**src/rtl/adder_sched.sv**
```systemverilog
// Round-robin scheduler that time-shares one combinational adder between two
// requesters, holding the operand for SETTLE cycles and answering via req/ack.
module adder_sched #(
  parameter int SETTLE = 1
) (
  input  logic       clk,
  input  logic       rst_n,
  input  logic [1:0] req,
  input  logic [3:0] opnd0,
  input  logic [3:0] opnd1,
  output logic [1:0] ack,
  output logic [4:0] rsp0,
  output logic [4:0] rsp1,
  output logic [1:0] gnt,
  output logic       busy,
  output logic [3:0] add_opnd,
  input  logic [4:0] add_sum
);

  typedef enum logic [1:0] {S_IDLE, S_SETTLE, S_ACK} state_t;

  localparam logic [3:0] SETTLE_LAST = 4'(SETTLE - 1);

  state_t     state_q;
  logic [3:0] cnt_q;
  logic       last_q;
  logic       win_q;
  logic [1:0] ack_q;
  logic [1:0] gnt_q;
  logic       busy_q;
  logic [3:0] add_opnd_q;
  logic [4:0] rsp0_q;
  logic [4:0] rsp1_q;
  logic       sel_d;

  // On a tie the requester that was not served last wins.
  always_comb begin
    sel_d = req[1];
    if (req == 2'b11) begin
      sel_d = ~last_q;
    end
  end

  always_ff @(posedge clk or negedge rst_n) begin
    if (!rst_n) begin
      state_q    <= S_IDLE;
      cnt_q      <= 4'd0;
      last_q     <= 1'b1;
      win_q      <= 1'b0;
      ack_q      <= 2'b00;
      gnt_q      <= 2'b00;
      busy_q     <= 1'b0;
      add_opnd_q <= 4'd0;
      rsp0_q     <= 5'd0;
      rsp1_q     <= 5'd0;
    end else begin
      case (state_q)
        S_IDLE: begin
          if (req != 2'b00) begin
            win_q      <= sel_d;
            add_opnd_q <= sel_d ? opnd1 : opnd0;
            gnt_q      <= sel_d ? 2'b10 : 2'b01;
            cnt_q      <= 4'd0;
            busy_q     <= 1'b1;
            state_q    <= S_SETTLE;
          end
        end
        S_SETTLE: begin
          cnt_q <= cnt_q + 4'd1;
          if (cnt_q == SETTLE_LAST) begin
            if (win_q) begin
              rsp1_q <= add_sum;
            end else begin
              rsp0_q <= add_sum;
            end
            ack_q   <= win_q ? 2'b10 : 2'b01;
            state_q <= S_ACK;
          end
        end
        S_ACK: begin
          // Release once the owner's request is seen low, even if it fell early.
          if (!req[win_q]) begin
            ack_q      <= 2'b00;
            gnt_q      <= 2'b00;
            add_opnd_q <= 4'd0;
            last_q     <= win_q;
            busy_q     <= 1'b0;
            state_q    <= S_IDLE;
          end
        end
        default: begin
          state_q <= S_IDLE;
        end
      endcase
    end
  end

  assign ack      = ack_q;
  assign gnt      = gnt_q;
  assign busy     = busy_q;
  assign add_opnd = add_opnd_q;
  assign rsp0     = rsp0_q;
  assign rsp1     = rsp1_q;

endmodule

```
**config.mk**
```make
export PLATFORM = sky130hd
export DESIGN_NAME = adder_sched
export DESIGN_NICKNAME = d
export VERILOG_FILES = /design/src/rtl/adder_sched.sv
export SDC_FILE = /design/constraint.sdc
export NUM_CORES = 1
export LEC_CHECK = 0
export CAP_MARGIN = 20
export CELL_PAD_IN_SITES_DETAIL_PLACEMENT = 0
export CELL_PAD_IN_SITES_GLOBAL_PLACEMENT = 2
export CORE_MARGIN = 5
export CORE_UTILIZATION = 32
export DETAILED_ROUTE_END_ITERATION = 12
export PLACE_DENSITY_LB_ADDON = 0.2
export SETUP_SLACK_MARGIN = 0.15
export SKIP_LAST_GASP = 1
export SYNTH_ARGS = -nofsm -noshare
export SYNTH_HDL_FRONTEND = slang
export SYNTH_SLANG_ARGS = --single-unit
```
**constraint.sdc**
```tcl
create_clock -name clk -period 3.6 [get_ports clk]
set_input_delay 0.72 -clock clk [delete_from_list [all_inputs] [get_ports clk]]
set_output_delay 0.72 -clock clk [all_outputs]
set_load 0.01 [all_outputs]
```
==> out/metrics.csv <==
stage;metric;value;unit
synth;Mapped Nets;122;
pwr;Clk pwr share;0.119;
grt;GRT Overall Usage;0.108;
worst_setup_path;crit-path cells;clkdlybuf4s50_1 -> or2_2 -> a22oi_2 -> a22o_1;
cts;TritonCTS sink count;27;
cts;clock root cell;clkbuf_8;
pwr;Comb power frac;0.496;
grt;antenna violations before repair;0;
route;final WL;2740;um
timing;Slew headroom;0.671;
floorplan;Site Rows;23;
floorplan;Die ar.;5340;um^2
pwr;Power Internal;945;uW
worst_setup_path;CP Buf/Inv Count;1;
timing;period utilisation layout;0.541;
final_layout;Layout area overhead;35.1;%
route;Detail Route Antenna Nets;0;
worst_setup_path;Worst Path Max Fanout;8;
pwr;PD cells;843;nW/um^2
route;vias post-DR;910;
synth;fraction of registers with async set/reset;1.00;
route;1st-iter DRT viols;31;
synth;post-synthesis sequential area ratio;0.532;
worst_setup_path;CP arrival;2.16;ns
pwr;Worst VDD drop;0.000319;V
place;dpl ws;1.34;ns
worst_setup_path;crit path capture type;register;
timing;final hold viol count;0;
pwr;Reg power frac;0.385;
final_layout;# fillers;391;
cts;Post-CTS Resized;0;
cts;Hold Buf Count CTS;0;
synth;mean post-synth cell area;12.4;um^2
cts;H-tree depth;1;
min_path;Hold Path Depth;1;
final_layout;leading cell type in the layout, fill and taps excluded;clkdlybuf4s50_1;
status;status;completed;
run;Max Cap Viol;0;
cts;insertion delay to the later sink of the worst-skew pair;0.27;ns
worst_setup_path;Worst path depth;4;
cts;Worst-path clk slew;0.10;ns
place;final RePlAce weighted congestion;0.739;
grt;grt ovf;0;
worst_setup_path;type of origin of the critical path;primary input;
worst_setup_path;WP data required;3.82;ns
timing;number of slew-limit violations in the final report;0;
worst_setup_path;Worst path max stage delay;0.55;ns
synth;Netlist cell types;38;
worst_setup_path;Critical Path Slowest Stage Cell;clkdlybuf4s50_1;
pwr;Switching Share;0.348;
synth;register bit total from synthesis;27;
grt;vias in the first global route;960;
floorplan;Die H;73.1;um
timing;unrepaired setup endpoints after global routing;no;
timing;final setup fails;0;
synth;count of flip-flops with a built-in enable after synthesis;0;
floorplan;core box area;3910;um^2
place;PortBufs;35;
cts;Setup Fix Bufs, Post-CTS;0;
final_layout;most frequent cells in the layout;clkdlybuf4s50_1 (35), dfrtp_1 (26), inv_1 (6), mux2_2 (6);
route;drt drc;0;
synth;Post-Syn Instances;103;
worst_setup_path;WS Path Type;primary input to register;
floorplan;I/O pins;36;
timing;skew final;0.00474;ns
final_layout;ANT cells;0;
floorplan;Die Span X;73.1;um
route;vias per cell;4.79;
timing;setup TNS;0;ns
cts;cts bufs inserted;3;
route;Avg WL per Cell;14.4;um
cts;CTS tree;yes;
pwr;Net Sw Power;505;uW
cts;clock buffer depth;2;
floorplan;Initial Util;0.325;
synth;Yosys warnings;0;
final_layout;fin nets;160;
grt;largest net degree at the start of global routing;28;
worst_setup_path;Reg2Reg Depth;5;
min_path;worst hold path type;register to register;
timing;Worst Tran Pin Value;0.492;ns
timing;setup slack after layout;1.65;ns
synth;ys flop type;dfrtp_1;
timing;Period minus WS final;1.95;ns
synth;synthesized area;1270;um^2
final_layout;ratio of cells with drive above 1 in the final layout;0.164;
pwr;LEAKAGE;0.708;nW
place;Final HPWL DP;2050;um
route;DRT Pass-1 Iters;3;
worst_setup_path;cell family with most CP delay;buffers and inverters;
timing;FMAX;513;MHz
grt;global-route wire length before repair;4590;um
==> cells by family (layout without fill, tap and decap cells) <==
kind of cell,Yosys count,in the layout,synth area share
flops,27,27,0.532
simple gates,24,24,0.113
compound gates,23,23,0.137
mux,16,16,0.151
buf+inv,9,46,0.0334
fa+ha+maj,2,2,0.0197
xor+xnor,2,2,0.0138
==> layer usage <==
layer  track usage  wire length, um  up-vias
met5             0                0        -
met4        0.0307               17        0
met3        0.0262              170        2
met2         0.176             1260       18
met1         0.142             1290      448
li1              -                -      442
==> sequential cells by signal (all words and copies together) (netlist names) <==
| signal | count |
|---|---|
| last_q | 1 |
| rsp1 | 5 |
| state_q | 2 |
| ack | 2 |
| rsp0 | 5 |
| gnt | 2 |
| busy | 1 |
| cnt_q | 4 |
| add_opnd | 4 |
| win_q | 1 |
==> Yosys cell counts, types with 2 or more instances <==
cell type / n / area [um^2]
nand2b_1: 2 / 12.5
mux2_4: 5 / 75.1
o21ai_0: 5 / 25.0
dfrtp_1: 26 / 651
o2bb2ai_1: 4 / 35.0
nand2_1: 5 / 18.8
ha_1: 2 / 25.0
mux2_2: 6 / 67.6
a21oi_1: 2 / 10.0
nor3b_1: 2 / 15.0
nor2_1: 5 / 18.8
o31ai_1: 3 / 22.5
mux2i_1: 5 / 50.1
nor2b_1: 2 / 12.5
inv_1: 6 / 22.5
==> worst reg2reg max path, delay by kind of cell, from the launching register on <==
kind / cells / cell delay, ns
adders and majority gates: 1 / 0.17
buffers and inverters: 1 / 0.07
DFF: 1 / 0.43
muxes: 1 / 0.36
and+or+nand+nor: 2 / 0.74
==> through the flow <==
stage                     instance area, um^2  hold slack (ns)   util  power, mW  cells
after floorplan                          1270            0.424      -      0.984    103
after global placement                   1670            0.475  0.427       1.29    186
after detailed placement                 1670            0.477  0.427       1.29    186
after CTS                                1720            0.505  0.439       1.47    190
after global routing                     1720            0.536  0.439       1.56    190
final                                    1720            0.504  0.439       1.45    190
==> final timing paths <==
path,start,endpoint,slack (ns)
worst max-delay path,req[0],gnt[1],1.65
worst min-delay path,add_opnd[3],add_opnd[3],0.50
worst max register to register,cnt_q[0],rsp1[2],1.72
worst min register to register,add_opnd[3],add_opnd[3],0.50
max in group asynchronous,rst_n,last_q,2.49
min in group asynchronous,rst_n,ack[1],0.81
==> layout make-up <==
cell class / count / area (um^2) / area share
flip-flops and latches: 27 / 677 / 0.394
multi-input cells: 67 / 553 / 0.322
repair buffers: 36 / 358 / 0.208
well taps: 50 / 62.6 / 0.0364
clock buffers: 3 / 41.3 / 0.0240
inverters: 6 / 22.5 / 0.0131
clock inverters: 1 / 5.00 / 0.00291
==> power by group through the flow <==
stage	Clock [mW]	Combinational [mW]	Sequential (mW)
3_3_place_gp	0	0.724	0.562
5_1_grt	0.192	0.788	0.580
4_1_cts	0.182	0.735	0.557
2_1_floorplan	0	0.395	0.589
6_report	0.172	0.720	0.558
3_5_place_dp	0	0.731	0.563
No activity file was read; power rests on OpenSTA's default activity.
==> edit (same settings) <==
Encoding of `state_t`: now one-hot (3 bits for 3 states).
--- a/src/rtl/adder_sched.sv
+++ b/src/rtl/adder_sched.sv
@@ -17,7 +17,7 @@
   input  logic [4:0] add_sum
 );
 
-  typedef enum logic [1:0] {S_IDLE, S_SETTLE, S_ACK} state_t;
+  typedef enum logic [2:0] {S_IDLE = 3'b001, S_SETTLE = 3'b010, S_ACK = 3'b100} state_t;
 
   localparam logic [3:0] SETTLE_LAST = 4'(SETTLE - 1);
 
Formal check against the unedited RTL: no difference found for any inputs over 10 cycles, from zero or initial values and one cycle with rst_n low; not proved beyond that.
==> edit against the unedited design <==
First-iteration DRC count up 65%; sequential cell count up 1; die area increased by 3.5%; synthesized cell count is 17% higher; via count up 10%; worst setup slack worse by 0.086 ns; count of clock-buffer cells in the layout did not move; routed wire length up 8.0%; cell area grew 4.2%; sequential share of layout area is 0.13 points lower; synthesized area rose by 4.0%; total power grew 1.7%; critical endpoint is now rsp0[1]; largest cell class unchanged.
==> edit: results (changes against the unedited design) <==
peak fanout along the critical path=6 (-2); maximum cell stage delay along the critical path=0.50 ns (-0.05 ns); insertion delay to the later sink of the worst-skew pair=~0.28 ns; class of the worst hold path=reg -> reg; post-CTS sizing=0 (unchanged); dpl cell area=0.00172 sq mm (+2.8%); Worst slew margin=0.647 (-0.0241); global-route wire length before repair=4.98 mm (+8.6%); endpoint arrival time on the critical path=2.20 ns (+0.04 ns); initial antenna violation count=0 (unchanged); final setup skew=0.00453 ns (-0.000203 ns); Cell variety after synth=32 (-16%); top post-synthesis cells by count=sky130_fd_sc_hd__dfrtp_1, sky130_fd_sc_hd__inv_1, sky130_fd_sc_hd__o21ai_0; count of H-tree levels built during CTS=1 (unchanged); switching power as a share of total power=0.341 (-0.00747); family with the most delay on the worst path=simple AND/OR/NAND/NOR gates; leakage power=0.751 nW (+6.1%); number of buffers inserted to repair setup after CTS=0 (unchanged); fraction of final layout cells sized beyond drive strength 1=0.148 (-0.0159); routability-driven placement congestion ratio=0.752 (+1.8%); vias post-DR=1003 (+10%); GRT Resource Usage Total=0.117 (+0.00908); number of global-route vias before repair=1061 (+11%); total overflow reported by the global router=0 (unchanged); number of design-rule violations left by the first detailed-router iteration=51 (+65%); final WL=2.96 mm (+8.0%); count of final max-slew check failures=0 (unchanged); Warnings, synthesis=0 (unchanged); router iterations before antenna repair=4 (+1); register area share after synthesis=0.531 (-0.000766); IO buf count=35 (unchanged); cell at the root of the clock tree=sky130_fd_sc_hd__clkbuf_8; count of nets after finishing=175 (+9.4%); worst setup slack before clock tree synthesis=1.34 ns (-0.00209 ns); largest net degree at the start of global routing=29 (+3.6%); highest-delay cell along the critical path=sky130_fd_sc_hd__or3b_2; status=finished, final reports clean; post-synthesis async set-or-reset flop share=1.00 (unchanged); clk buf depth=2 (unchanged); main area contributors after synthesis=sky130_fd_sc_hd__dfrtp_1, sky130_fd_sc_hd__mux2_2, sky130_fd_sc_hd__o21ai_0, sky130_fd_sc_hd__inv_1, sky130_fd_sc_hd__dfstp_2; HPWL after detailed placement=2.17 mm (+5.9%); Worst IR Drop VDD=0.487 mV (+52%); filler cell count=398 (+1.8%); net count after synthesis=139 (+14%); clock-pin slew reported for the worst setup and hold paths after clock tree synthesis=0.10 ns (about the same)
==> edit: changes by cell type after synthesis, sizes merged, moves of 4 or more <==
| cell | delta |
|---|---|
| o221ai | +4 |
| mux2i | -5 |
| o21ai | +7 |
| nand3 | +4 |
| o2bb2ai | -4 |
| inv | +9 |
==> edit: power groups by stage <==
| stage | combinational [mW] | clock, mW | sequential [mW] |
|---|---|---|---|
| after floorplan | 0.343 | 0 | 0.583 |
| after global placement | 0.647 | 0 | 0.576 |
| after detailed placement | 0.663 | 0 | 0.577 |
| after CTS | 0.665 | 0.259 | 0.574 |
| after global routing | 0.714 | 0.272 | 0.599 |
| final | 0.652 | 0.250 | 0.572 |
==> edit: final timing paths <==
path	from	end	slack, ns	cells after the start
setup / recovery	cnt_q[0]	rsp0[1]	1.57	5
hold reg to reg	rsp0[4]	rsp0[4]	0.49	1
min in group asynchronous	rst_n	add_opnd[1]	0.81	2
hold / removal	rsp0[4]	rsp0[4]	0.49	1
setup reg to reg	cnt_q[0]	rsp0[1]	1.57	5
max in group asynchronous	rst_n	state_q[0]	2.48	2
==> edit: cells by family (layout without fill, tap and decap cells) <==
logic type               Yosys count  in the layout  synth area share
buffers and inverters             20             55            0.0605
XOR/XNOR                           1              1           0.00662
flip-flops                        28             28             0.531
AO/OA/AOI/OAI                     25             25             0.123
AND/OR/NAND/NOR                   33             33             0.166
multiplexers                      11             11            0.0936
adder cells (fa/ha/maj)            2              2            0.0189
==> edit: area by class of cell <==
class,instances,area share
Sequential cell,28,0.392
Multi-Input combinational cell,72,0.302
Timing Repair Buffer,36,0.200
Tap cell,50,0.0349
Inverter,15,0.0314
Clock buffer,3,0.0230
Clock inverter,1,0.0168
==> edit: metal layers <==
| metal | up-vias | track usage | part of all wire |
|---|---|---|---|
| li1 | 488 | - | - |
| met1 | 493 | 0.161 | 0.47 |
| met2 | 20 | 0.185 | 0.49 |
| met3 | 2 | 0.0351 | 0.040 |
| met4 | 0 | 0.0237 | 0.0064 |
| met5 | - | 0 | 0 |
==> edit: per-stage QoR <==
| step | hold WS (ns) | cells | power [mW] | util |
|---|---|---|---|---|
| after detailed placement | 0.478 | 201 | 1.24 | 0.430 |
| after CTS | 0.498 | 205 | 1.50 | 0.448 |
| final | 0.494 | 205 | 1.47 | 0.448 |
| after global placement | 0.469 | 201 | 1.22 | 0.430 |
| after floorplan | 0.424 | 120 | 0.926 | - |
| after global routing | 0.519 | 205 | 1.59 | 0.448 |
